==> src/rtl/sort_sequencer_if.sv <==
// ---------------------------------------------------------------------------
// sort_sequencer_if
// Groups the colour handshake and the motor/status outputs of sort_sequencer.
//   colour[5:0]   one-hot colour (red, brown, yellow, orange, blue, green)
//   colour_valid  colour is valid this cycle
//   colour_ready  sequencer can accept a colour
//   GPIO_1[3:0]   platform stepper coil drive
//   latch_open    high opens the latch
//   busy          a sort cycle is in progress
//   done          one-cycle pulse when the platform is back home
//   err           one-cycle pulse on an accepted colour that is not one-hot
//   sort_count    (SORT_STATS_EN only) saturating count of completed sorts
// Modports: master = colour source / status observer, slave = sequencer.
// ---------------------------------------------------------------------------
interface sort_sequencer_if;
    logic [5:0]  colour;
    logic        colour_valid;
    logic        colour_ready;
    logic [3:0]  GPIO_1;
    logic        latch_open;
    logic        busy;
    logic        done;
    logic        err;
`ifdef SORT_STATS_EN
    logic [15:0] sort_count;
`endif

    modport master (
        output colour,
        output colour_valid,
        input  colour_ready,
        input  GPIO_1,
        input  latch_open,
        input  busy,
        input  done,
        input  err
`ifdef SORT_STATS_EN
        , input sort_count
`endif
    );

    modport slave (
        input  colour,
        input  colour_valid,
        output colour_ready,
        output GPIO_1,
        output latch_open,
        output busy,
        output done,
        output err
`ifdef SORT_STATS_EN
        , output sort_count
`endif
    );
endinterface

==> src/rtl/sort_sequencer.sv <==
// ---------------------------------------------------------------------------
// sort_sequencer
// Runs one M&M sort cycle: accept a one-hot colour, step the platform to the
// colour's bin, settle, open the latch, step back home, pulse done.
//
// Ports:
//   clk    system clock (50 MHz nominal)
//   rst_n  asynchronous active-low reset
//   bus    sort_sequencer_if.slave (colour handshake, coils, latch, status)
//
// Parameters:
//   STEP_DIV    clock cycles per coil phase step
//   STEPS_REV   phase steps per platform revolution (multiple of 8, >= 8)
//   SETTLE_CYC  hold cycles at the bin before the latch opens
//   LATCH_CYC   cycles latch_open is held high
//
// Optional feature (macro SORT_STATS_EN): adds bus.sort_count, a 16-bit
// saturating count of done pulses. Without the macro the counter is absent.
// ---------------------------------------------------------------------------
module sort_sequencer #(
    parameter int unsigned STEP_DIV   = 97_656,
    parameter int unsigned STEPS_REV  = 512,
    parameter int unsigned SETTLE_CYC = 2_500_000,
    parameter int unsigned LATCH_CYC  = 25_000_000
) (
    input  logic             clk,
    input  logic             rst_n,
    sort_sequencer_if.slave  bus
);

    localparam logic [2:0] ST_IDLE      = 3'd0;
    localparam logic [2:0] ST_MOVE_OUT  = 3'd1;
    localparam logic [2:0] ST_SETTLE    = 3'd2;
    localparam logic [2:0] ST_DROP      = 3'd3;
    localparam logic [2:0] ST_MOVE_BACK = 3'd4;
    localparam logic [2:0] ST_DONE      = 3'd5;

    // Bin targets are fixed multiples of an eighth of a revolution, so they
    // are resolved at elaboration time.
    localparam logic [31:0] TGT_1 = 32'(STEPS_REV / 8 * 1);
    localparam logic [31:0] TGT_2 = 32'(STEPS_REV / 8 * 2);
    localparam logic [31:0] TGT_3 = 32'(STEPS_REV / 8 * 3);
    localparam logic [31:0] TGT_4 = 32'(STEPS_REV / 8 * 4);

    localparam logic [31:0] STEP_LAST   = 32'(STEP_DIV - 1);
    localparam logic [31:0] SETTLE_LAST = 32'(SETTLE_CYC - 1);
    localparam logic [31:0] LATCH_LAST  = 32'(LATCH_CYC - 1);

    logic [2:0]  state_reg,      state_next;
    logic [1:0]  phase_reg,      phase_next;
    logic [31:0] step_tmr_reg,   step_tmr_next;
    logic [31:0] steps_left_reg, steps_left_next;
    logic [31:0] hold_tmr_reg,   hold_tmr_next;
    logic [31:0] target_reg,     target_next;
    logic        dir_cw_reg,     dir_cw_next;
    logic        err_reg,        err_next;

    logic        accept;
    logic        dec_valid;
    logic [31:0] dec_target;
    logic        dec_cw;
    logic        coil_en;

    // Colour decode: anything other than exactly one set bit is invalid.
    always_comb begin
        dec_valid  = 1'b1;
        dec_target = 32'd0;
        dec_cw     = 1'b1;
        case (bus.colour)
            6'b000001: dec_target = TGT_1;                     // red
            6'b000010: dec_target = TGT_2;                     // brown
            6'b000100: dec_target = TGT_3;                     // yellow
            6'b001000: dec_target = TGT_4;                     // orange
            6'b010000: begin dec_target = TGT_2; dec_cw = 1'b0; end // blue
            6'b100000: begin dec_target = TGT_3; dec_cw = 1'b0; end // green
            default:   dec_valid = 1'b0;
        endcase
    end

    assign accept = bus.colour_valid && (state_reg == ST_IDLE);

    always_comb begin
        state_next      = state_reg;
        phase_next      = phase_reg;
        step_tmr_next   = step_tmr_reg;
        steps_left_next = steps_left_reg;
        hold_tmr_next   = hold_tmr_reg;
        target_next     = target_reg;
        dir_cw_next     = dir_cw_reg;
        err_next        = 1'b0;

        case (state_reg)
            ST_IDLE: begin
                if (accept) begin
                    if (dec_valid) begin
                        target_next     = dec_target;
                        dir_cw_next     = dec_cw;
                        steps_left_next = dec_target;
                        step_tmr_next   = 32'd0;
                        state_next      = ST_MOVE_OUT;
                    end else begin
                        // Bad colour is consumed without motion.
                        err_next = 1'b1;
                    end
                end
            end

            ST_MOVE_OUT, ST_MOVE_BACK: begin
                if (step_tmr_reg == STEP_LAST) begin
                    step_tmr_next   = 32'd0;
                    phase_next      = dir_cw_reg ? phase_reg + 2'd1 : phase_reg - 2'd1;
                    steps_left_next = steps_left_reg - 32'd1;
                    if (steps_left_reg == 32'd1) begin
                        hold_tmr_next = 32'd0;
                        state_next    = (state_reg == ST_MOVE_OUT) ? ST_SETTLE : ST_DONE;
                    end
                end else begin
                    step_tmr_next = step_tmr_reg + 32'd1;
                end
            end

            ST_SETTLE: begin
                if (hold_tmr_reg == SETTLE_LAST) begin
                    hold_tmr_next = 32'd0;
                    state_next    = ST_DROP;
                end else begin
                    hold_tmr_next = hold_tmr_reg + 32'd1;
                end
            end

            ST_DROP: begin
                if (hold_tmr_reg == LATCH_LAST) begin
                    // Retrace the same number of steps the other way so the
                    // platform ends on the phase it started from.
                    hold_tmr_next   = 32'd0;
                    steps_left_next = target_reg;
                    dir_cw_next     = !dir_cw_reg;
                    step_tmr_next   = 32'd0;
                    state_next      = ST_MOVE_BACK;
                end else begin
                    hold_tmr_next = hold_tmr_reg + 32'd1;
                end
            end

            ST_DONE: state_next = ST_IDLE;

            default: state_next = ST_IDLE;
        endcase
    end

    always_ff @(posedge clk or negedge rst_n) begin
        if (!rst_n) begin
            state_reg      <= ST_IDLE;
            phase_reg      <= 2'd0;
            step_tmr_reg   <= 32'd0;
            steps_left_reg <= 32'd0;
            hold_tmr_reg   <= 32'd0;
            target_reg     <= 32'd0;
            dir_cw_reg     <= 1'b0;
            err_reg        <= 1'b0;
        end else begin
            state_reg      <= state_next;
            phase_reg      <= phase_next;
            step_tmr_reg   <= step_tmr_next;
            steps_left_reg <= steps_left_next;
            hold_tmr_reg   <= hold_tmr_next;
            target_reg     <= target_next;
            dir_cw_reg     <= dir_cw_next;
            err_reg        <= err_next;
        end
    end

    // Outputs decode straight from the asynchronously reset state, so the
    // coils and latch drop the instant rst_n falls.
    assign coil_en = (state_reg == ST_MOVE_OUT) || (state_reg == ST_SETTLE) ||
                     (state_reg == ST_DROP)     || (state_reg == ST_MOVE_BACK);

    // Phase 0 energises GPIO_1[3], phase 3 energises GPIO_1[0].
    generate
        for (genvar gi = 0; gi < 4; gi++) begin : g_coil
            assign bus.GPIO_1[gi] = coil_en && (phase_reg == 2'(3 - gi));
        end
    endgenerate

    assign bus.colour_ready = (state_reg == ST_IDLE);
    assign bus.busy         = coil_en;
    assign bus.latch_open   = (state_reg == ST_DROP);
    assign bus.done         = (state_reg == ST_DONE);
    assign bus.err          = err_reg;

`ifdef SORT_STATS_EN
    logic [15:0] sort_count_reg;

    always_ff @(posedge clk or negedge rst_n) begin
        if (!rst_n) begin
            sort_count_reg <= 16'd0;
        end else if ((state_reg == ST_DONE) && (sort_count_reg != 16'hFFFF)) begin
            sort_count_reg <= sort_count_reg + 16'd1;
        end
    end

    assign bus.sort_count = sort_count_reg;
`endif

endmodule

==> src/flat_wrapper.sv <==
// flat-port wrapper written by rule: the top's interface ports become plain ports
module sort_sequencer_flat 
#(
    parameter int unsigned STEP_DIV   = 97_656,
    parameter int unsigned STEPS_REV  = 512,
    parameter int unsigned SETTLE_CYC = 2_500_000,
    parameter int unsigned LATCH_CYC  = 25_000_000
)
  (clk, rst_n, bus_colour, bus_colour_valid, bus_colour_ready, bus_GPIO_1, bus_latch_open, bus_busy, bus_done, bus_err);
  sort_sequencer_if bus_i ();
  input  logic clk;
  input  logic rst_n;
  input wire logic [$bits(bus_i.colour)-1:0] bus_colour;
  input wire logic [$bits(bus_i.colour_valid)-1:0] bus_colour_valid;
  output wire logic [$bits(bus_i.colour_ready)-1:0] bus_colour_ready;
  output wire logic [$bits(bus_i.GPIO_1)-1:0] bus_GPIO_1;
  output wire logic [$bits(bus_i.latch_open)-1:0] bus_latch_open;
  output wire logic [$bits(bus_i.busy)-1:0] bus_busy;
  output wire logic [$bits(bus_i.done)-1:0] bus_done;
  output wire logic [$bits(bus_i.err)-1:0] bus_err;
  assign bus_i.colour = bus_colour;
  assign bus_i.colour_valid = bus_colour_valid;
  assign bus_colour_ready = bus_i.colour_ready;
  assign bus_GPIO_1 = bus_i.GPIO_1;
  assign bus_latch_open = bus_i.latch_open;
  assign bus_busy = bus_i.busy;
  assign bus_done = bus_i.done;
  assign bus_err = bus_i.err;
  sort_sequencer #(.STEP_DIV(STEP_DIV), .STEPS_REV(STEPS_REV), .SETTLE_CYC(SETTLE_CYC), .LATCH_CYC(LATCH_CYC)) u_core (.clk(clk), .rst_n(rst_n), .bus(bus_i));
endmodule
==> config.mk <==
export PLATFORM = sky130hd
export DESIGN_NAME = sort_sequencer_flat
export DESIGN_NICKNAME = d
export VERILOG_FILES = /design/src/rtl/sort_sequencer_if.sv /design/src/rtl/sort_sequencer.sv /design/src/flat_wrapper.sv
export SDC_FILE = /design/constraint.sdc
export NUM_CORES = 1
export LEC_CHECK = 0
export CORE_ASPECT_RATIO = 1.75
export CORE_MARGIN = 2
export CORE_UTILIZATION = 67
export CTS_CLUSTER_SIZE = 25
export DETAILED_ROUTE_END_ITERATION = 12
export GPL_TIMING_DRIVEN = 1
export PLACE_DENSITY = 0.86
export SYNTH_ARGS = -nofsm -noshare
export SYNTH_HDL_FRONTEND = slang
export SYNTH_SLANG_ARGS = --single-unit
==> constraint.sdc <==
create_clock -name clk -period 6.25 [get_ports clk]
set_clock_uncertainty 0.2 [all_clocks]
set_input_delay 0.9375 -clock clk [delete_from_list [all_inputs] [get_ports clk]]
set_output_delay 0.9375 -clock clk [all_outputs]
set_load 0.02 [all_outputs]
==> flow_summary.json, run 1 <==
{
  "clk_pin_slew_ns": 0.07,
  "die_height_um": 131,
  "avgSynthCellArea_um2": 8.82,
  "async_flop_share_pct": 100,
  "clkPwrFrac_pct": 27.4,
  "htreeDepth": 3,
  "p_sw_mw": 0.848,
  "hp-class": "in -> async",
  "max_stage_delay_ns": 0.82,
  "dieArea_um2": 10100,
  "core_um2": 9040,
  "layout.nets": 719,
  "wl_per_cell_um": 18.6,
  "grt_pass1_vias": 5621,
  "comb_power_share_pct": 32.3,
  "cp-end-kind": "flip-flop",
  "dr.pass1.iters": 5,
  "seq_power_share_pct": 40.3,
  "powerDensity_nw_per_um2": 339,
  "wirelength_um": 15400,
  "r2r-end": "u_core.steps_left_reg[27]",
  "fp-row-count": 46,
  "gp_congestion": 0.917,
  "io_pins": 18,
  "path_max_fanout": 37,
  "finalHoldViolCount": 0,
  "start_util_pct": 68.7,
  "reg2reg_depth": 7,
  "cts_tree": "yes",
  "cp_data_required_time_ns": 6.29,
  "period_minus_slack_ns": 4.26,
  "numCtsBuffers": 9,
  "synth_cells": 704,
  "ys_ff_latch": 106,
  "stdcell_area_um2": 6760,
  "reg2reg_slack_ns": 2.47,
  "cts_resized": 0,
  "status": "completed",
  "ys_seq_area_share_pct": 42.7,
  "syn_area_um2": 6210,
  "drcViolationCount": 0,
  "fp.dieW_um": 76.8,
  "antenna_found_initial": 0,
  "finalSetupViolCount": 0,
  "insertion_delay_ns": 0.35,
  "yosys.area.top_type_share_pct": 42.7,
  "area_growth_pct": 8.95,
  "cap_violations": 0,
  "grt_setup_unrepaired": "no",
  "slew_violations": 0,
  "grt_pass1_wl_um": 25600,
  "placed_area_um2": 6430,
  "clkSinkCount": 106,
  "grt-ovfl-total": 0,
  "ir_drop_mv": 0.416,
  "drive_above_1_share_pct": 7.36,
  "fin_crit_sh_pct": 68.2,
  "p_leak_nw": 2.70,
  "crit_type": "in -> reg",
  "cp-start-kind": "primary input",
  "internal_power_mw": 1.45,
  "ys.warnings.count": 0,
  "io_buffers": 17,
  "grtUsageTotal_pct": 31.2,
  "fillers": 664,
  "crit_arrival_ns": 4.30,
  "worst_path_max_delay_cell": "nand4_2",
  "maxSlewHeadroom_pct": 23.7,
  "rr_startpoint": "u_core.state_reg[2]",
  "ys_types": 63,
  "vias_per_cell": 6.75,
  "cts_setup_buffers": 0,
  "drtIter0Drc": 494,
  "synth_ff_type": "dfrtp_1",
  "antennaDiodeCount": 0,
  "synth_nets": 721,
  "power_mw": 2.30,
  "fmax_mhz": 235,
  "cts_buffer_depth": 2,
  "dpl.hpwl_um": 10600,
  "worst_pin_slew_ns": 1.14,
  "crit_chain": "clkdlybuf4s50_1 -> nor4b_1 -> a211oi_1 -> o311ai_2 -> nand4_2 -> or4_1 -> xor2_1 -> nor2_1",
  "antenna_left": 0,
  "yosys-top-cells-area": "dfrtp_1 (43%), o21ai_0 (6.4%), xnor2_1 (4.8%)",
  "switching_share_pct": 36.9,
  "fin_setup_tns_ns": 0,
  "cts_root_buf": "clkbuf_16",
  "synth_top_cell_by_area": "dfrtp_1",
  "grt_max_degree": 85,
  "cts_hold_buf": 0,
  "synth-edff-count": 0,
  "vias": 5584
}
## through the flow
step                std cells  worst slack (ns)  hold slack [ns]  util, %
floorplan                 704              3.14            0.250        -
global placement          811              1.87            0.269     71.2
detailed placement        811              1.68            0.283     71.2
CTS                       827              2.06            0.269     74.9
global route              827              1.74            0.290     74.9
finish                    827              1.99            0.268     74.9
## layout by cell type (no fill, tap or decap), drive strengths merged, types with 3 or more instances in the layout
cell type / count
a21o: 5
buf: 5
o41ai: 3
a22o: 7
or2: 10
clkdlybuf4s50: 16
and3: 11
nor4b: 6
dfrtp: 106
nand2b: 5
nor2b: 8
nor3b: 8
nand4: 24
xnor2: 34
nor2: 78
and2: 9
or3: 14
clkbuf: 10
xor2: 6
inv: 19
nor3: 29
or4: 7
nand2: 43
a21oi: 24
nor4: 33
a31oi: 13
o21ai: 81
nand3: 31
and4: 6
o31ai: 20
ha: 8
## layout make-up
cell class	count	area, um2	area share, %
clock buffer	10	239	3.53
timing repair buffer	21	198	2.92
clock inverter	6	93.8	1.39
inverter	16	60.1	0.888
multi-input combinational	548	3370	49.8
sequential	106	2650	39.2
tap	120	150	2.22
## how the worst max path moves through the flow
stage / from / endpoint / slack [ns] / depth (start not counted)
finish: bus_colour[2] / u_core.steps_left_reg[27] / 1.99 / 8
global route: bus_colour[2] / u_core.dir_cw_reg / 1.74 / 9
CTS: bus_colour[2] / u_core.steps_left_reg[27] / 2.06 / 8
detailed placement: bus_colour[2] / u_core.steps_left_reg[27] / 1.68 / 8
global placement: bus_colour[2] / u_core.steps_left_reg[27] / 1.87 / 8
floorplan: bus_colour[5] / u_core.steps_left_reg[27] / 3.14 / 8
## Yosys cell counts (7+ instances only)
cell type	number
or3_1	14
inv_1	16
a31oi_1	12
nor3b_1	8
or2_2	8
dfrtp_1	106
nor2b_1	8
ha_1	8
nor2_1	76
nor3_1	29
xnor2_1	34
nand2_1	43
a22o_1	7
o31ai_1	19
and3_1	11
nand4_1	23
a21oi_1	23
nor4_2	8
clkbuf_1	24
and2_1	9
nor4_1	25
nand3_1	30
o21ai_0	79
## power groups by stage
stage,Sequential [mW],Clock [mW],Combinational [mW]
after floorplan,0.900,0,0.584
final,0.926,0.629,0.741
after global placement,0.926,0,0.697
after CTS,0.923,0.634,0.741
after detailed placement,0.935,0,0.724
after global routing,0.943,0.661,0.823
## worst max-delay path, delay by kind of cell
family | cells | cell delay, ns
AO/OA/AOI/OAI | 2 | 0.53
buffers and inverters | 1 | 0.54
AND/OR/NAND/NOR | 4 | 2.15
XOR/XNOR | 1 | 0.15
## cells by family after synthesis
logic type,count (synthesis),synth area share [%]
flip-flops,106,42.7
AND/OR/NAND/NOR,328,29.5
XOR/XNOR,40,5.64
AO/OA/AOI/OAI,169,16.8
multiplexers,3,0.524
adder cells (fa/ha/maj),8,1.61
buffers and inverters,50,3.20
## layer usage
| layer | GRT usage, % | wire length (um) | part of all wire [%] | vias up |
|---|---|---|---|---|
| met5 | 0 | 0 | 0 | - |
| met4 | 17.4 | 631 | 4.1 | 0 |
| met3 | 4.60 | 628 | 4.1 | 62 |
| met2 | 57.7 | 8510 | 55 | 212 |
| met1 | 33.2 | 5630 | 37 | 2725 |
| li1 | - | - | - | 2585 |
(Power assumes the default switching activity.)
==> inputs of run 2 (changes only) <==
--- a/config.mk
+++ b/config.mk
@@ -7,11 +7,11 @@
 export LEC_CHECK = 0
 export CORE_ASPECT_RATIO = 1.75
 export CORE_MARGIN = 2
-export CORE_UTILIZATION = 67
+export CORE_UTILIZATION = 62
 export CTS_CLUSTER_SIZE = 25
 export DETAILED_ROUTE_END_ITERATION = 12
 export GPL_TIMING_DRIVEN = 1
-export PLACE_DENSITY = 0.86
+export PLACE_DENSITY = 0.8
 export SYNTH_ARGS = -nofsm -noshare
 export SYNTH_HDL_FRONTEND = slang
 export SYNTH_SLANG_ARGS = --single-unit
==> constraint.sdc (replaced) <==
create_clock -name clk -period 4.33 [get_ports clk]
set_clock_uncertainty 0.2 [all_clocks]
set_input_delay 0.6495 -clock clk [delete_from_list [all_inputs] [get_ports clk]]
set_output_delay 0.6495 -clock clk [all_outputs]
set_load 0.02 [all_outputs]
==> run 2 against run 1 <==
Net effect:
- worst hold slack worse by 0.11 ns
- register-to-register slack worse by 1.3 ns
- clock power up 30%
- first-iteration DRC count down 11%
- cell count up 1.7%
- critical path type is now reg -> out
- largest power group unchanged
==> flow_summary.json, run 2 (synthesized netlist as in run 1, its figures left out) <==
{
  "maxSlewHeadroom_pct": 23.8,
  "cts_setup_buffers": 0,
  "fin_crit_sh_pct": 76.7,
  "htreeDepth": 3,
  "power_mw": 3.25,
  "grt_setup_unrepaired": "no",
  "dr.pass1.iters": 5,
  "cap_violations": 0,
  "grt_pass1_vias": 5563,
  "drive_above_1_share_pct": 8.52,
  "switching_share_pct": 38.0,
  "clk_pin_slew_ns": 0.07,
  "insertion_delay_ns": 0.35,
  "fmax_mhz": 301,
  "wl_per_cell_um": 18.2,
  "wirelength_um": 15300,
  "drtIter0Drc": 442,
  "grt_max_degree": 58,
  "antenna_found_initial": 0,
  "die_height_um": 136,
  "fp.dieW_um": 79.6,
  "grt_pass1_wl_um": 25800,
  "r2r-end": "u_core.hold_tmr_reg[9]",
  "cts_tree": "yes",
  "powerDensity_nw_per_um2": 478,
  "final_common_cell": "dfrtp_1",
  "rr_startpoint": "u_core.hold_tmr_reg[0]",
  "cts_resized": 0,
  "dieArea_um2": 10900,
  "fin_setup_tns_ns": 0,
  "path_max_fanout": 18,
  "vias": 5556,
  "cp_data_required_time_ns": 3.48,
  "io_buffers": 17,
  "clkPwrFrac_pct": 25.2,
  "start_util_pct": 63.4,
  "area_growth_pct": 9.59,
  "crit_type": "reg -> out",
  "gp_congestion": 0.877,
  "reg2reg_slack_ns": 1.15,
  "grtUsageTotal_pct": 30.0,
  "status": "completed",
  "internal_power_mw": 2.02,
  "numCtsBuffers": 9,
  "clkSinkCount": 106,
  "fp-row-count": 48,
  "seq_power_share_pct": 41.1,
  "io_pins": 18,
  "antennaDiodeCount": 0,
  "ir_drop_mv": 0.564,
  "worst_pin_slew_ns": 1.14,
  "finalHoldViolCount": 0,
  "cts_buffer_depth": 2,
  "layout.nets": 728,
  "cp-start-kind": "flip-flop",
  "vias_per_cell": 6.61,
  "drcViolationCount": 0,
  "cp-end-kind": "output pin",
  "antenna_left": 0,
  "p_leak_nw": 2.73,
  "reg2reg_depth": 8,
  "cts_hold_buf": 0,
  "grt-ovfl-total": 0,
  "cts_root_buf": "clkbuf_16",
  "layout_common_cells": "dfrtp_1 (106), o21ai_0 (79), nor2_1 (76)",
  "slew_violations": 0,
  "finalSetupViolCount": 0,
  "crit_arrival_ns": 2.47,
  "core_um2": 9790,
  "dpl.hpwl_um": 10700,
  "comb_power_share_pct": 33.7,
  "period_minus_slack_ns": 3.32,
  "hp-class": "in -> async",
  "p_sw_mw": 1.24
}
## run 2: routing by layer
layer | vias up | routed length, um | GRT usage [%]
li1 | 2609 | - | -
met4 | 0 | 665 | 16.2
met3 | 59 | 574 | 4.65
met2 | 177 | 8250 | 53.9
met5 | - | 0 | 0
met1 | 2711 | 5800 | 33.3
## run 2: final cells by class
type,count,area [um2]
Clock buffer,12,267
Tap cell,125,156
Inverter,16,60.1
Multi-Input combinational cell,548,3370
Timing Repair Buffer,30,265
Fill cell,726,2990
Clock inverter,4,32.5
Sequential cell,106,2650
## run 2: power groups by stage
| stage | Sequential (mW) | Combinational (mW) | Clock, mW |
|---|---|---|---|
| 6_report | 1.34 | 1.10 | 0.820 |
| 3_5_place_dp | 1.34 | 1.07 | 0 |
| 2_1_floorplan | 1.30 | 0.843 | 0 |
| 3_3_place_gp | 1.33 | 1.03 | 0 |
| 4_1_cts | 1.33 | 1.09 | 0.828 |
| 5_1_grt | 1.36 | 1.21 | 0.869 |
## run 2: critical path: stages (launching register included)
cell	delay, ns
dfrtp_1	0.58
nand2b_1	0.44
nor2_1	0.29
buf_4	0.21
clkdlybuf4s50_1	0.61
## run 2: worst max path at each step
stage                                endpoint  cells after the start  slack (ns)                start
finish                         bus_latch_open                      4        1.01  u_core.state_reg[2]
global route        u_core.steps_left_reg[17]                      9        0.78        bus_colour[2]
CTS                            bus_latch_open                      4        1.03  u_core.state_reg[2]
detailed placement  u_core.steps_left_reg[17]                      9        0.68        bus_colour[2]
global placement    u_core.steps_left_reg[17]                      9        0.79        bus_colour[2]
floorplan           u_core.steps_left_reg[27]                      8        1.51        bus_colour[5]
## run 2: metrics by stage
step                hold slack [ns]  util [%]  instances  worst slack [ns]  instance area [um2]
floorplan                     0.154         -        704              1.51                 6210
global placement              0.271      66.4        825             0.787                 6500
detailed placement            0.284      66.4        825             0.677                 6500
CTS                           0.184      69.5        841              1.03                 6800
global route                  0.205      69.5        841             0.776                 6800
finish                        0.157      69.5        841              1.01                 6800
==> inputs of run 3 (changes only) <==
==> constraint.sdc (replaced) <==
create_clock -name clk -period 3.2 [get_ports clk]
set_clock_uncertainty 0.2 [all_clocks]
set_input_delay 0.48 -clock clk [delete_from_list [all_inputs] [get_ports clk]]
set_output_delay 0.48 -clock clk [all_outputs]
set_load 0.02 [all_outputs]
==> run 3 against run 2 <==
Net effect:
- non-clock buffer count up 14
- clock power up 38%
- worst hold slack better by 0.14 ns
- total power up 37%
- sequential share of layout area down 0.86 points
- wire length about the same
- sequential power up 35%
- combinational power up 37%
- final area up 2.2%
- die area unchanged
- utilization up 1.6 points
- cell count up 1.7%
==> flow_summary.json, run 3 (synthesized netlist as in run 1, its figures left out) <==
{
  "reg2reg_slack_ns": 0.22,
  "dpl.hpwl_um": 10700,
  "hp-class": "reg -> reg",
  "htreeDepth": 3,
  "finalHoldViolCount": 0,
  "crit_type": "reg -> reg",
  "clk_pin_slew_ns": 0.07,
  "final_common_cell": "dfrtp_1",
  "area_growth_pct": 12.1,
  "drcViolationCount": 0,
  "power_mw": 4.45,
  "io_pins": 18,
  "cap_violations": 0,
  "io_buffers": 17,
  "r2r-end": "u_core.hold_tmr_reg[28]",
  "slew_violations": 0,
  "wirelength_um": 15300,
  "hold_depth": 2,
  "grt_pass1_wl_um": 25100,
  "grt_pass1_vias": 5308,
  "path_max_fanout": 16,
  "finalSetupViolCount": 0,
  "cts_hold_buf": 1,
  "core_um2": 9790,
  "grt-ovfl-total": 0,
  "drtIter0Drc": 345,
  "dr.pass1.iters": 7,
  "worst_pin_slew_ns": 1.19,
  "stdcell_area_um2": 6960,
  "fp-row-count": 48,
  "reg2reg_depth": 8,
  "antenna_found_initial": 0,
  "ir_drop_mv": 0.756,
  "cts_setup_buffers": 0,
  "rr_startpoint": "u_core.hold_tmr_reg[0]",
  "finish.utilization_pct": 71.1,
  "cp_data_required_time_ns": 3.26,
  "die_height_um": 136,
  "cts_tree": "yes",
  "grt_setup_unrepaired": "no",
  "dieArea_um2": 10900,
  "gp_congestion": 0.908,
  "cp-end-kind": "flip-flop",
  "numCtsBuffers": 9,
  "grtUsageTotal_pct": 29.1,
  "fin_crit_sh_pct": 93.1,
  "status": "completed",
  "cts_root_buf": "clkbuf_16",
  "fmax_mhz": 335,
  "hp-start": "u_core.target_reg[6]",
  "antennaDiodeCount": 0,
  "cts_resized": 0,
  "start_util_pct": 63.4,
  "maxSlewHeadroom_pct": 20.4,
  "crit_arrival_ns": 3.04,
  "placed_area_um2": 6640,
  "layout_common_cells": "dfrtp_1 (106), o21ai_0 (79), nor2_1 (76)",
  "grt_max_degree": 60,
  "vias": 5585,
  "fp.dieW_um": 79.6,
  "cp-start-kind": "flip-flop",
  "powerDensity_nw_per_um2": 639,
  "drive_above_1_share_pct": 10.0,
  "period_minus_slack_ns": 2.98,
  "cts_buffer_depth": 2,
  "insertion_delay_ns": 0.34,
  "clkSinkCount": 106,
  "wl_per_cell_um": 17.9,
  "p_leak_nw": 2.81,
  "antenna_left": 0,
  "layout.nets": 742,
  "vias_per_cell": 6.53,
  "hold_path_end": "u_core.target_reg[6]"
}
==> run 3: changes by cell type in the layout (fill, tap and decap cells not counted), sizes merged <==
cell,change
clkinvlp,+1
inv,-2
buf,+13
bufinv,+1
dlygate4sd3,+1
==> run 3: critical path, stage by stage, from the launching register on <==
cell     delay, ns
dfrtp_1       0.41
ha_1          0.24
and4_1        0.29
nand4_1       0.10
or4_1         0.19
a21oi_2       0.11
nor2_1        0.90
o21ai_0       0.23
a31oi_1       0.23
==> run 3: metrics by stage <==
stage	hold slack, ns	setup TNS, ns	setup WS (ns)	cells
6_report	0.294	0	0.219	855
5_1_grt	0.340	0	0.00384	855
4_1_cts	0.292	0	0.252	855
3_5_place_dp	0.277	-0.121	-0.0575	838
3_3_place_gp	0.271	0	0.0856	838
2_1_floorplan	-0.0156	0	0.466	704
==> run 3: worst max-delay path by stage <==
stage	from	endpoint	slack, ns	depth (start not counted)
final	u_core.hold_tmr_reg[0]	u_core.hold_tmr_reg[28]	0.22	8
after global routing	bus_colour[5]	u_core.steps_left_reg[31]	0.004	9
after global placement	bus_colour[5]	u_core.steps_left_reg[29]	0.09	9
after CTS	u_core.hold_tmr_reg[0]	u_core.hold_tmr_reg[28]	0.25	8
after floorplan	u_core.state_reg[1]	u_core.steps_left_reg[19]	0.47	10
after detailed placement	bus_colour[5]	u_core.steps_left_reg[30]	-0.06	9
==> run 3: metal layers <==
metal  vias to the layer above  GRT usage (%)  part of all wire (%)  routed length (um)
met2                       138           53.6                    55                8470
li1                       2635              -                     -                   -
met5                         -              0                     0                   0
met3                        51           3.45                   2.6                 404
met4                         0           14.0                   3.9                 595
met1                      2761           32.6                    38                5830
==> run 3: layout make-up <==
type | count | area, um2
timing repair buffer | 44 | 410
tap | 125 | 156
inverter | 16 | 60.1
fill | 778 | 2830
multi-input combinational | 548 | 3370
clock buffer | 12 | 256
sequential | 106 | 2650
clock inverter | 4 | 50.0
==> run 3: power by group <==
part	internal [mW]	switching [mW]
combinational	0.600	0.908
sequential	1.56	0.247
clock	0.649	0.483
total	2.81	1.64
==> RTL change 1, RTL diff (config.mk and constraints of run 1) <==
`STEPS_REV` is set to 512 in 2 places; all go to 384.
--- a/src/rtl/sort_sequencer.sv
+++ b/src/rtl/sort_sequencer.sv
@@ -19,7 +19,7 @@
 // ---------------------------------------------------------------------------
 module sort_sequencer #(
     parameter int unsigned STEP_DIV   = 97_656,
-    parameter int unsigned STEPS_REV  = 512,
+    parameter int unsigned STEPS_REV  = 384,
     parameter int unsigned SETTLE_CYC = 2_500_000,
     parameter int unsigned LATCH_CYC  = 25_000_000
 ) (
--- a/src/flat_wrapper.sv
+++ b/src/flat_wrapper.sv
@@ -2,7 +2,7 @@
 module sort_sequencer_flat 
 #(
     parameter int unsigned STEP_DIV   = 97_656,
-    parameter int unsigned STEPS_REV  = 512,
+    parameter int unsigned STEPS_REV  = 384,
     parameter int unsigned SETTLE_CYC = 2_500_000,
     parameter int unsigned LATCH_CYC  = 25_000_000
 )
Function: no difference found for any inputs over 10 cycles, from zero or initial values and one cycle with rst_n low; that may be too few to reach the edited logic, so the function may still have changed.
==> RTL change 1 against run 1 <==
  * Via count increased by 15%
  * Die area increased by 4.5%
  * Fmax increased by 1.7%
  * Sequential cell count increased by 1
  * Cell area increased by 4.5%
  * Area after synthesis increased by 4.7%
  * Core utilization decreased by 0.21 points
  * Wire length increased by 9.7%
  * First-iteration DRC count increased by 43%
  * Hold slack improved by 0.026 ns
  * Worst setup slack improved by 0.072 ns
Power is not compared: it rests on default switching activity, and its combinational part moved more than twofold at a synthesized area within 25%.
==> RTL change 1: results (changes against run 1) <==
status=complete, no violations; Initial DRC Count=705 (+43%); CP max FO=32 (-14%); met1 usage=39.45% (+6.3 points); Hold Crit Class=reg -> reg; drt first pass iters=7 (+2); top post-synthesis cells by area=dfrtp_1, o21ai_0, nor2_1, a21oi_1, nand2_1; Via density=7.138 (+5.7%); pre-CTS worst setup slack=1.843 ns (+0.1624 ns); final core occ=74.64% (-0.21 points); Post-DP HPWL=11.05 mm (+4.4%); WL final=16.90 mm (+9.7%); post-synthesis sequential area ratio=41.21% (-1.5 points); reg2reg end=u_core.hold_tmr_reg[19]$_DFFE_PN0P_; mux share of post-synthesis cell area=0.9436% (+0.42 points); Worst R2R Start=u_core.hold_tmr_reg[0]$_DFFE_PN0P_; FF-to-FF setup slack=2.52 ns (+0.05 ns); met3 GRT Util=4.980% (+0.38 points); R2R depth=8 (+1); met2 WL=8.612 mm (+1.2%); gp weighted congestion=0.9068 (-1.1%); DP Area=0.006728 mm2 (+4.6%); CP Launch Point=bus_colour[5]; M1 WL=6.352 mm (+13%); crit path DAT=4.26 ns (-0.04 ns); Yosys cell types=60 (-4.8%); slack of the critical path=2.059 ns (+0.07177 ns); Max transition margin=21.31% (-2.4 points)
## RTL change 1: power breakdown
group          internal [mW]  total (mW)  switching (mW)  leakage, nW
clock                  0.385       0.636           0.251        0.166
combinational        0.00872      0.0327          0.0240         1.23
sequential             0.692       0.693        0.000205         1.23
## RTL change 1: through the flow
step,std cells,hold WS [ns]
floorplan,779,0.2372
finish,897,0.2931
detailed placement,881,0.2823
CTS,897,0.2950
global route,897,0.3251
global placement,881,0.2595
## RTL change 1: area by class of cell
cell class	instances	share of cell area [%]
timing repair buffer	25	3.222
clock inverter	3	0.9738
sequential	107	37.89
inverter	12	0.6374
tap	122	2.160
clock buffer	13	3.824
multi-input combinational	615	51.29
## RTL change 1: critical path, stage by stage
cell and delay [ns]:
clkdlybuf4s50_1 0.60, xor2_1 0.26, a211oi_1 0.42, o21ai_0 0.32, o311ai_4 0.97, buf_4 0.46, a21oi_1 0.06, o21ai_0 0.21
==> RTL change 2, RTL diff (config.mk and constraints of run 1) <==
Without the edit above. `hold_tmr_reg` no longer has a reset.
--- a/src/rtl/sort_sequencer.sv
+++ b/src/rtl/sort_sequencer.sv
@@ -154,7 +154,6 @@
             phase_reg      <= 2'd0;
             step_tmr_reg   <= 32'd0;
             steps_left_reg <= 32'd0;
-            hold_tmr_reg   <= 32'd0;
             target_reg     <= 32'd0;
             dir_cw_reg     <= 1'b0;
             err_reg        <= 1'b0;
@@ -163,11 +162,14 @@
             phase_reg      <= phase_next;
             step_tmr_reg   <= step_tmr_next;
             steps_left_reg <= steps_left_next;
-            hold_tmr_reg   <= hold_tmr_next;
             target_reg     <= target_next;
             dir_cw_reg     <= dir_cw_next;
             err_reg        <= err_next;
         end
+    end
+
+    always_ff @(posedge clk) begin
+        hold_tmr_reg <= hold_tmr_next;
     end
 
     // Outputs decode straight from the asynchronously reset state, so the
Formal check against the unedited RTL: same outputs for any inputs over 10 cycles, from zero or initial values and one cycle with rst_n low; that may be too few to reach the edited logic, so the function may still have changed.
==> RTL change 2 against run 1 <==
  * Cell area grew 2.0%
  * Worst setup slack gained 0.071 ns
  * First-iteration DRC count shrank 17%
  * Synthesized cell count shrank 0.57%
  * Non-clock buffer count grew 1
  * Wire length shrank 2.8%
  * Core utilization shrank 1.5 points
  * Sequential cell count is the same
  * Via count shrank 1.6%
  * Area after synthesis grew 3.3%
Power is not compared: it rests on default switching activity, and its combinational part moved more than twofold at a synthesized area within 25%.
==> RTL change 2: results (changes against run 1) <==
top post-synthesis cells by area=dfrtp_1, edfxtp_1, mux2i_1, nor2_1, nand2_1; Initial DRC Count=408 (-17%); FFs w/ async S/R, synth=69.81% (-30 points); WL final=14.97 mm (-2.8%); Via density=6.699 (-0.79%); fillcell total=683 (+2.9%); crit path DAT=4.04 ns (-0.26 ns); CP max FO=17 (-54%); Synth-to-Final Area Change=7.569%; worst slew pin tran=1.127 ns (-0.01245 ns); Worst R2R Start=u_core.steps_left_reg[8]$_DFFE_PN0P_; Synth top cells by count=dfrtp_1, nor2_1, nand2_1, a21oi_1, edfxtp_1; top sig layer=met4; met3 GRT Util=4.743% (+0.14 points); post-synthesis sequential area ratio=43.85% (+1.1 points); Mapped Nets=717 (-0.55%); status=complete, no violations; met2 usage=55.56% (-2.1 points); global-route wire length before repair=24.96 mm (-2.5%); number of synthesized flops with an enable pin=32 (+32); drt first pass iters=8 (+3); layout cells sized above 1=5.444% (-1.9 points); met2 WL=8.337 mm (-2.1%); Final nets=710 (-1.3%); pin count of the biggest net entering global routing=75 (-12%); slack of the critical path=2.058 ns (+0.07127 ns); startpoint types=register; metal3 WL=638 um (+1.6%); Hold Crit Class=reg -> reg; Yosys cell types=61 (-3.2%); crit path capture=u_core.hold_tmr_reg[8]$_DFFE_PP_; Post-DP HPWL=10.53 mm (-0.53%); DP Area=0.006621 mm2 (+3.0%); gp weighted congestion=0.9369 (+2.1%); pre-CTS worst setup slack=1.711 ns (+0.03029 ns); met1 usage=32.25% (-0.91 points)
[RTL change 2: cell types whose count changed in the layout (fill, tap and decap cells not counted), moves of 10 or more]
| cell | change |
|---|---|
| xor2_1 | +19 |
| o21ai_0 | -49 |
| nand2_1 | +20 |
| mux2i_1 | +27 |
| xnor2_1 | -21 |
| a21oi_1 | +11 |
| nor4_1 | -10 |
| or4_1 | +11 |
| nand2b_1 | +25 |
| dfrtp_1 | -32 |
| edfxtp_1 | +32 |
| nor2_1 | -12 |
[RTL change 2: cell families after synthesis]
| group | Yosys count | share of synthesized area, % |
|---|---|---|
| xor+xnor | 38 | 5.189 |
| buf+inv | 55 | 3.355 |
| mux | 30 | 4.721 |
| simple gates | 334 | 28.21 |
| flops | 106 | 43.85 |
| fa+ha+maj | 8 | 1.561 |
| compound gates | 129 | 13.11 |
[RTL change 2: layout make-up]
cell class | instances | share of cell area, %
clock buffer | 9 | 3.264
multi-input combinational | 539 | 49.20
sequential | 106 | 40.77
timing repair buffer | 22 | 2.974
inverter | 15 | 0.8161
tap | 122 | 2.213
clock inverter | 7 | 0.7617
[RTL change 2: worst max-delay path: stages (launching register included)]
cell      delay [ns]
dfrtp_1         0.43
nor4_1          0.57
nand3b_1        0.38
or4_1           0.72
nor4b_2         0.55
o21a_1          0.66
buf_4           0.36
[RTL change 2: power by group through the flow]
stage	Sequential [mW]	Clock [mW]	Combinational, mW
after detailed placement	0.725	0	0.0265
after global placement	0.725	0	0.0251
after CTS	0.711	0.542	0.0267
final	0.711	0.538	0.0262
after global routing	0.711	0.566	0.0296
after floorplan	0.725	0	0.00857
[RTL change 2: metrics by stage]
step	instances	hold WS (ns)
2_1_floorplan	700	0.2498
3_3_place_gp	804	0.2657
3_5_place_dp	804	0.2836
4_1_cts	820	0.2990
5_1_grt	820	0.3374
6_report	820	0.3160
